File: src/rtl/poly_arith_read_seq.sv
// poly_arith_read_seq
// Read sequencer for element-wise polynomial arithmetic (modmult, modadd,
// modsub). It walks the R rows of operand A and operand B in an interleaved
// pattern (A row k, then B row k), drives the RAM read port, and hands the
// latched opcode, bank-order select and destination row to the downstream
// data shuffler. A fixed drain period lets the shuffler pipeline empty
// before done is pulsed.
//
// Parameters
//   LOGN          log2 of polynomial length N
//   PE            butterfly units; R = N/(2*PE) RAM rows per polynomial
//   NUM_POLY      polynomials resident in RAM; AW = clog2(NUM_POLY*R)
//   DRAIN_CYCLES  cycles from the last issue to the done pulse
//
// Ports
//   clk                 clock, rising edge
//   rst                 asynchronous reset, active low
//   start               one-cycle request to launch an operation
//   opcode_in [1:0]     0 NTT (rejected), 1 modmult, 2 modadd, 3 modsub
//   src_a/src_b/dst     polynomial indices for operand A, operand B, result
//   swap_in             operand bank-order select for this operation
//   stall               (POLY_ARITH_STALL_EN only) freezes issue while in RUN
//   raddr [AW-1:0]      RAM read row address
//   ren                 RAM read enable
//   opcode [1:0]        latched opcode, to the shuffler
//   valid               operand-pair stream valid, to the shuffler
//   swap                latched swap_in, to the shuffler
//   addr [AW-1:0]       destination row address, to the shuffler
//   busy                operation in progress (RUN or DRAIN)
//   done                one-cycle completion pulse
//   err                 one-cycle pulse on a rejected start
//
// Configuration
//   POLY_ARITH_STALL_EN  when defined, adds the stall input. The default
//                        build has no stall port and RUN is exactly 2R cycles.

module poly_arith_read_seq #(
  parameter int LOGN         = 0,
  parameter int PE           = 0,
  parameter int NUM_POLY     = 2,
  parameter int DRAIN_CYCLES = 8,
  // Degenerate parameter values (the PE=0 default) collapse to one row so
  // the widths below stay legal.
  localparam int N     = 1 << LOGN,
  localparam int R_RAW = (PE > 0) ? N / (2 * PE) : 1,
  localparam int R     = (R_RAW > 0) ? R_RAW : 1,
  localparam int AW    = (NUM_POLY * R > 1) ? $clog2(NUM_POLY * R) : 1,
  localparam int IW    = (NUM_POLY > 1) ? $clog2(NUM_POLY) : 1
) (
  input  logic          clk,
  input  logic          rst,
  input  logic          start,
  input  logic [1:0]    opcode_in,
  input  logic [IW-1:0] src_a,
  input  logic [IW-1:0] src_b,
  input  logic [IW-1:0] dst,
  input  logic          swap_in,
`ifdef POLY_ARITH_STALL_EN
  input  logic          stall,
`endif
  output logic [AW-1:0] raddr,
  output logic          ren,
  output logic [1:0]    opcode,
  output logic          valid,
  output logic          swap,
  output logic [AW-1:0] addr,
  output logic          busy,
  output logic          done,
  output logic          err
);

  localparam int KW = (R > 1) ? $clog2(R) : 1;
  localparam int DC = (DRAIN_CYCLES > 0) ? DRAIN_CYCLES : 1;
  localparam int DW = (DC > 1) ? $clog2(DC + 1) : 1;

  localparam logic [AW-1:0] R_AW   = AW'(R);
  localparam logic [KW-1:0] K_LAST = KW'(R - 1);
  localparam logic [DW-1:0] D_LAST = DW'(DC - 1);

  typedef enum logic [1:0] {
    IDLE  = 2'd0,
    RUN   = 2'd1,
    DRAIN = 2'd2
  } state_t;

  state_t        state;
  logic [IW-1:0] src_a_q;
  logic [IW-1:0] src_b_q;
  logic [IW-1:0] dst_q;
  logic [KW-1:0] k;        // row counter within the polynomial
  logic          ph;       // 0: operand A read, 1: operand B read
  logic [DW-1:0] dcnt;     // drain cycle counter
  logic          ren_q;
  logic          valid_q;
  logic          hold;     // freeze RUN progress this cycle

  // Row address of polynomial idx, row kk; unsigned, truncated to AW bits.
  function automatic logic [AW-1:0] row(input logic [IW-1:0] idx,
                                        input logic [KW-1:0] kk);
    return AW'(idx) * R_AW + AW'(kk);
  endfunction

`ifdef POLY_ARITH_STALL_EN
  // Stall acts within the same cycle: the issue slot is suppressed and the
  // sequencer state does not advance, so RUN stretches by one cycle per
  // stalled cycle. ren_q/valid_q are low outside RUN, so DRAIN ignores stall.
  assign hold  = (state == RUN) && stall;
  assign ren   = ren_q & ~stall;
  assign valid = valid_q & ~stall;
`else
  assign hold  = 1'b0;
  assign ren   = ren_q;
  assign valid = valid_q;
`endif

  // NOTE: all state and registered outputs use non-blocking assignments so
  // every register samples pre-edge values; blocking here would let later
  // statements see half-updated state and break the row/phase sequencing.
  always_ff @(posedge clk or negedge rst) begin
    if (!rst) begin
      state   <= IDLE;
      src_a_q <= '0;
      src_b_q <= '0;
      dst_q   <= '0;
      k       <= '0;
      ph      <= 1'b0;
      dcnt    <= '0;
      raddr   <= '0;
      addr    <= '0;
      opcode  <= 2'd0;
      swap    <= 1'b0;
      ren_q   <= 1'b0;
      valid_q <= 1'b0;
      busy    <= 1'b0;
      done    <= 1'b0;
      err     <= 1'b0;
    end else begin
      // Pulses default low; only the branches below raise them for one cycle.
      done <= 1'b0;
      err  <= 1'b0;

      case (state)
        IDLE: begin
          if (start) begin
            if (opcode_in != 2'd0) begin
              // Outputs for the first RUN cycle are loaded on the accepting
              // edge so ren/raddr are valid in the very first RUN cycle.
              state   <= RUN;
              opcode  <= opcode_in;
              swap    <= swap_in;
              src_a_q <= src_a;
              src_b_q <= src_b;
              dst_q   <= dst;
              ph      <= 1'b0;
              k       <= '0;
              raddr   <= row(src_a, '0);
              addr    <= row(dst, '0);
              ren_q   <= 1'b1;
              valid_q <= 1'b1;
              busy    <= 1'b1;
            end else begin
              // NTT is not handled by this sequencer: reject, latch nothing.
              err <= 1'b1;
            end
          end
        end

        RUN: begin
          if (!hold) begin
            if (!ph) begin
              // A row k was just issued; B row k follows, addr stays on row k.
              ph    <= 1'b1;
              raddr <= row(src_b_q, k);
            end else if (k == K_LAST) begin
              // Last pair issued: clear the counter instead of wrapping it.
              state   <= DRAIN;
              ph      <= 1'b0;
              k       <= '0;
              dcnt    <= '0;
              ren_q   <= 1'b0;
              valid_q <= 1'b0;
            end else begin
              ph    <= 1'b0;
              k     <= k + 1'b1;
              raddr <= row(src_a_q, k + 1'b1);
              addr  <= row(dst_q, k + 1'b1);
            end
          end
        end

        DRAIN: begin
          // raddr/addr are not touched here, so they hold their last values.
          if (dcnt == D_LAST) begin
            state <= IDLE;
            dcnt  <= '0;
            busy  <= 1'b0;
            done  <= 1'b1;
          end else begin
            dcnt <= dcnt + 1'b1;
          end
        end

        default: state <= IDLE;
      endcase
    end
  end

endmodule
File: config.mk
export PLATFORM = sky130hd
export DESIGN_NAME = poly_arith_read_seq
export DESIGN_NICKNAME = d
export VERILOG_FILES = /design/src/rtl/poly_arith_read_seq.sv
export SDC_FILE = /design/constraint.sdc
export NUM_CORES = 1
export LEC_CHECK = 0
export ABC_CLOCK_PERIOD_IN_PS = 1600
export BUFFER_PORTS_ARGS = -buffer_cell sky130_fd_sc_hd__buf_2
export CELL_PAD_IN_SITES_DETAIL_PLACEMENT = 0
export CELL_PAD_IN_SITES_GLOBAL_PLACEMENT = 1
export CORE_MARGIN = 10
export CORE_UTILIZATION = 23
export CTS_BUF_LIST = sky130_fd_sc_hd__clkbuf_16
export DETAILED_ROUTE_END_ITERATION = 10
export GPL_TIMING_DRIVEN = 0
export PLACE_DENSITY_LB_ADDON = 0.1
export RECOVER_POWER = 100
export SETUP_SLACK_MARGIN = 0.4
export SLEW_MARGIN = 0
export SYNTH_ARGS = -nofsm -noshare
export SYNTH_HDL_FRONTEND = slang
export SYNTH_SLANG_ARGS = --single-unit
export TNS_END_PERCENT = 30
File: constraint.sdc
create_clock -name clk -period 1.6 [get_ports clk]
set_input_delay 0.08 -clock clk [delete_from_list [all_inputs] [get_ports clk]]
set_output_delay 0.08 -clock clk [all_outputs]
set_load 0.05 [all_outputs]
# ---- Yosys cells after proc, flatten, opt, wreduce, memory -nomap -nowiden
# Index checks and enable logic that the tools add are counted.
dict set report totals {
  in_bits 9
  ff_bits 20
  output_inout_bits 10
}
dict set report classes {
  addsub 5
  reduce_logical 14
  eq_ne 10
  n_mux 39
}
# cell count
set ops {}
lappend ops {{$mux W1} 23}
lappend ops {{$reduce_and A5 Y1} 3}
lappend ops {{$mux W4} 3}
lappend ops {{$ne A2 B2 Y1 const B} 6}
lappend ops {{$pmux W1 S2} 6}
lappend ops {{$reduce_and A4 Y1} 3}
lappend ops {{$mux W2} 5}
lappend ops {{$reduce_and A3 Y1} 3}
lappend ops {{$pmux W4 S2} 1}
lappend ops {{$reduce_bool A2 Y1} 4}
lappend ops {{$pmux W2 S3} 1}
lappend ops {{$add A4 B1 Y4 const B} 1}
lappend ops {{$eq A4 B3 Y1 const B} 1}
lappend ops {{$add A1 B1 Y1} 3}
lappend ops {{$ne A3 B3 Y1 const B} 1}
lappend ops {{$eq A2 B1 Y1 const B} 1}
lappend ops {{$eq A2 B2 Y1 const B} 1}
lappend ops {{$logic_not A2 Y1} 1}
lappend ops {{$add A1 B1 Y1 const B} 1}

# ---- Logic depth before layout (Yosys ltp)
dict set report depth {
  word_depth 5
  depth_mapped 4
  ltp_nobuf 4
}

# ---- Least setup slack after synthesis
# OpenSTA, ideal clock, no wires.
dict set report synth_path {
  path_type {reg2reg}
  from {register state[0]}
  to {register src_b_q}
  setup_ps 125
  stages_incl_launch_ff 4
  synth_period_minus_slack_ps 1334
  slack_ps 266
  t_required_ps 1475
  n_path_buf 0
  arrival_ps 1209
  cell_sequence {dfrtp_1 -> nor3b_4 -> o21a_4 -> mux2_2}
}
dict set report synth_between {
  elab_chain_cells 2
}
# element line_no
set synth_rtl {}
lappend synth_rtl {{from (decl)} 86} ;# state_t state;
lappend synth_rtl {{from (signal assigned)} 121} ;# state <= IDLE;
lappend synth_rtl {{from (signal assigned)} 148} ;# state <= RUN;
lappend synth_rtl {{from (signal assigned)} 176} ;# state <= DRAIN;
lappend synth_rtl {{$logic_not A2 Y1} 142} ;# case (state)
lappend synth_rtl {{$reduce_and A3 Y1 (no source line)} -}
lappend synth_rtl {{to (signal assigned)} 152} ;# src_b_q <= src_b;
lappend synth_rtl {{to (decl)} 88} ;# logic [IW-1:0] src_b_q;
# Every way passes these cells.
# A chain may end at the register's enable or synchronous reset.

# ---- Worst setup path after layout
dict set report layout_path {
  from {register state[0]}
  to {register addr}
}
dict set report layout_between {
  elab_chain_cells 3
  elab_cells_between_ends 9
  classes_between {5 x eq/ne; 1 x mux; 3 x reduce/logical}
}
# element line_no
set layout_rtl {}
lappend layout_rtl {{$eq A2 B1 Y1 or $logic_not A2 Y1 (tied branches)} 142}
lappend layout_rtl {{$ne A2 B2 Y1 (no source line) or $reduce_bool A2 Y1 (tied branches)} -}
lappend layout_rtl {{$reduce_and A5 Y1 (no source line)} -}
lappend layout_rtl {{to (signal assigned)} 157} ;# addr <= row(dst, '0);
lappend layout_rtl {{to (signal assigned)} 186} ;# addr <= row(dst_q, k + 1'b1);
lappend layout_rtl {{to (decl)} 66} ;# output logic [AW-1:0] addr,
# Several ways; a longest one is shown, not always the timed one.

==> flow_metrics.env <==
export IMPL_crit_fanout=5
export IMPL_regToRegStartpoint="state[0]$_DFFE_PN0P_"
export IMPL_worstMarginPinSlew_ns=0.9567
export IMPL_max_freq_mhz=739.5
export IMPL_fin_util_pct=30.88
export IMPL_irDropWorstVdd_mv=0.7425
export IMPL_initial_core_util_pct=23.62
export IMPL_syn_nets=77
export IMPL_arrival_ns=1.48
export IMPL_post_route_min_period_ns=1.352
export IMPL_cts_tree="done"
export IMPL_post_route_period_util_pct=84.51
export IMPL_critPathCapture="addr$_DFFE_PN0P_"
export IMPL_synth_cell_types=27
export IMPL_hold_class="in2reg"
export IMPL_post_dp_cell_area_um2=929.6
export IMPL_cts_made_buffers=3
export IMPL_worstPathRequired_ns=1.73
export IMPL_p_leak_nw=0.4465
export IMPL_avgSynthCellArea_um2=11.67
export IMPL_drt_first_pass_iters=3
export IMPL_synth_seq_cells=17
export IMPL_final_cells=141
export IMPL_grt_total_usage_pct=6.684
export IMPL_powerDensity_mw_per_mm2=2169
export IMPL_synth_edff_count=0
export IMPL_drt_iter0_drc=4
export IMPL_rows=21
export IMPL_drive_gt1_share_pct=21.05
export IMPL_hpwlAfterDp_um=1320
export IMPL_startpoint="state[0]$_DFFE_PN0P_"
export IMPL_vias=594
export IMPL_area_delta_synth_final_pct=30.72
export IMPL_clk_pin_slew_ns=0.05
export IMPL_netlist_area_um2=782.0
export IMPL_htreeDepth=1
export IMPL_synth_seq_area_share_pct=54.40
export IMPL_crit_chain="nor3b_4 -> o21ai_1 -> mux2_4"
export IMPL_crit_family="flip-flops"
export IMPL_cts_root_buffer="clkbuf_16"
export IMPL_wirelength_um=1845
export IMPL_cpPeakStageDelay_ns=0.42
export IMPL_grt_pass1_wl_um=3270
export IMPL_maxSlewViolCount=0
export IMPL_path_class="reg2reg"
export IMPL_finalSetupViolCount=0
export IMPL_syn_inst=67
export IMPL_fillCellCount=376
export IMPL_grt_max_degree=18
export IMPL_outcome="completed"
export IMPL_fin_skew_ns=0.001347
export IMPL_drc=0
export IMPL_path_buf_inv=0
export IMPL_ant_nets=0
export IMPL_dp_cells=131
export IMPL_fin_tns_setup_ns=0
export IMPL_die_width_um=78.31
export IMPL_die_area_mm2=0.006132
export IMPL_io_pins=19
export IMPL_grt_pass1_vias=679
export IMPL_worstSetupStartpointType="flop"
export IMPL_design_core_area_mm2=0.003311
export IMPL_num_antenna_cells=0
export IMPL_rr_worst_depth=3
export IMPL_ys_warn_count=0
export IMPL_grt_ovfl_total=0
export IMPL_cts_sinks=17
export IMPL_rrSetupSlack_ns=0.25
export IMPL_insertion_delay_ns=0.25
export IMPL_synth_async_reset_ratio_pct=100.0
export IMPL_avgRoutedWirePerCell_um=13.09
export IMPL_finalHoldViolations=0
export IMPL_die_h_um=78.31
export IMPL_antenna_found_initial=0
export IMPL_max_cap_viol_count=0
export IMPL_gp_congestion=0.6654
export IMPL_cp_depth=3
export IMPL_maxSlewHeadroom_pct=36.22
export IMPL_fin_nets=106
export IMPL_numPortBuffers=18
export IMPL_rsz0062_at_grt="yes"
export IMPL_critPathSlowestCell="dfrtp_2"
export IMPL_endpoint_kind="flop"
export IMPL_r2r_end="addr$_DFFE_PN0P_"
export IMPL_cts_path_max_buffers=2
export IMPL_stdcell_area_mm2=0.001022
export IMPL_ys_flop_type="dfrtp_1"
export IMPL_vias_per_cell=4.213
[power breakdown]
part           switching (W)  internal (W)
Clock               0.000161      0.000332
Combinational       0.000660      0.000331
Sequential          0.000131      0.000602
[worst min-delay path by stage]
stage	start	slack [ns]	endpoint	cells past startpoint
floorplan	rst	-0.22	addr$_DFFE_PN0P_	0
finish	swap_in	0.05	swap$_DFFE_PN0P_	2
global placement	rst	0.04	opcode[0]$_DFFE_PN0P_	1
detailed placement	rst	0.04	opcode[0]$_DFFE_PN0P_	1
global route	swap_in	0.06	swap$_DFFE_PN0P_	2
CTS	dst	0.06	addr$_DFFE_PN0P_	2
[cells in the final DEF (no fill, tap or decap), types with 2 or more instances in the layout]
cell type,instances
a21oi_1,5
nand2_1,7
clkbuf_16,3
nor2_1,3
nand3_1,4
nand3b_1,2
clkbuf_1,15
o21ai_0,4
dfrtp_1,16
mux2_1,2
inv_1,3
buf_2,7
clkbuf_4,2
a22o_1,2
[timing repair]
item / in CTS / in global routing
pin swaps: 3 / 1
setup buffers: 5 / 0
gates cloned: 0 / 0
setup endpoints to repair: 9 / 12
gates resized for setup: 2 / 2
hold buffers: 1 / 0
hold endpoints to repair: 17 / 0
[synthesized netlist by cell type, types with 2 or more instances]
cell type / count / area share (%)
nand3b_1: 2 / 1.9
a21oi_1: 5 / 3.2
nor2_1: 3 / 1.4
a22o_1: 2 / 2.2
o21ai_2: 2 / 2.2
mux2_2: 3 / 4.3
nand2_1: 7 / 3.4
dfrtp_1: 17 / 54
o21ai_0: 4 / 2.6
inv_1: 2 / 0.96
nand3_1: 4 / 2.6
[kinds of logic (layout without fill, tap and decap cells)]
logic type / after synthesis / after routing / share of synthesized area, %
simple gates: 23 / 23 / 18.08
compound gates: 17 / 17 / 15.20
flops: 17 / 17 / 54.40
mux: 4 / 4 / 6.239
buf+inv: 4 / 32 / 3.361
fa+ha+maj: 1 / 1 / 1.600
xor+xnor: 1 / 1 / 1.120
[per-layer routing]
metal / up-vias / GRT usage, % / share of wire (%)
li1: 298 / - / -
met1: 278 / 7.963 / 49
met2: 14 / 9.868 / 43
met3: 4 / 2.847 / 5.7
met4: 0 / 3.763 / 1.8
met5: - / 0 / 0
[metrics by stage]
step,worst slack [ns],total power (W),hold WS (ns)
after floorplan,0.2664,0.001502,-0.2156
after CTS,0.2750,0.002351,0.06067
final,0.2478,0.002217,0.04949
after detailed placement,0.1386,0.001745,0.03863
after global routing,0.1674,0.002389,0.05707
after global placement,0.1303,0.001745,0.04361
[sequential cells by signal, summed over array words and instances, names as in the netlist]
signal	cells
addr	1
busy	1
swap	1
src_b_q	1
dcnt	4
done	1
raddr	1
ph	1
err	1
state	2
valid	1
opcode	2
[cell type report]
class                      count  area (µm²)  share of cell area [%]
clock inverter                 1       3.754                  0.3672
multi-input combinational     46       327.8                   32.07
tap                           46       57.56                   5.630
timing repair buffer          24       112.6                   11.02
clock buffer                   3       75.07                   7.344
inverter                       2       7.507                  0.7344
buffer                         2       11.26                   1.102
sequential                    17       426.7                   41.74
No activity file was read; power rests on OpenSTA's default activity.
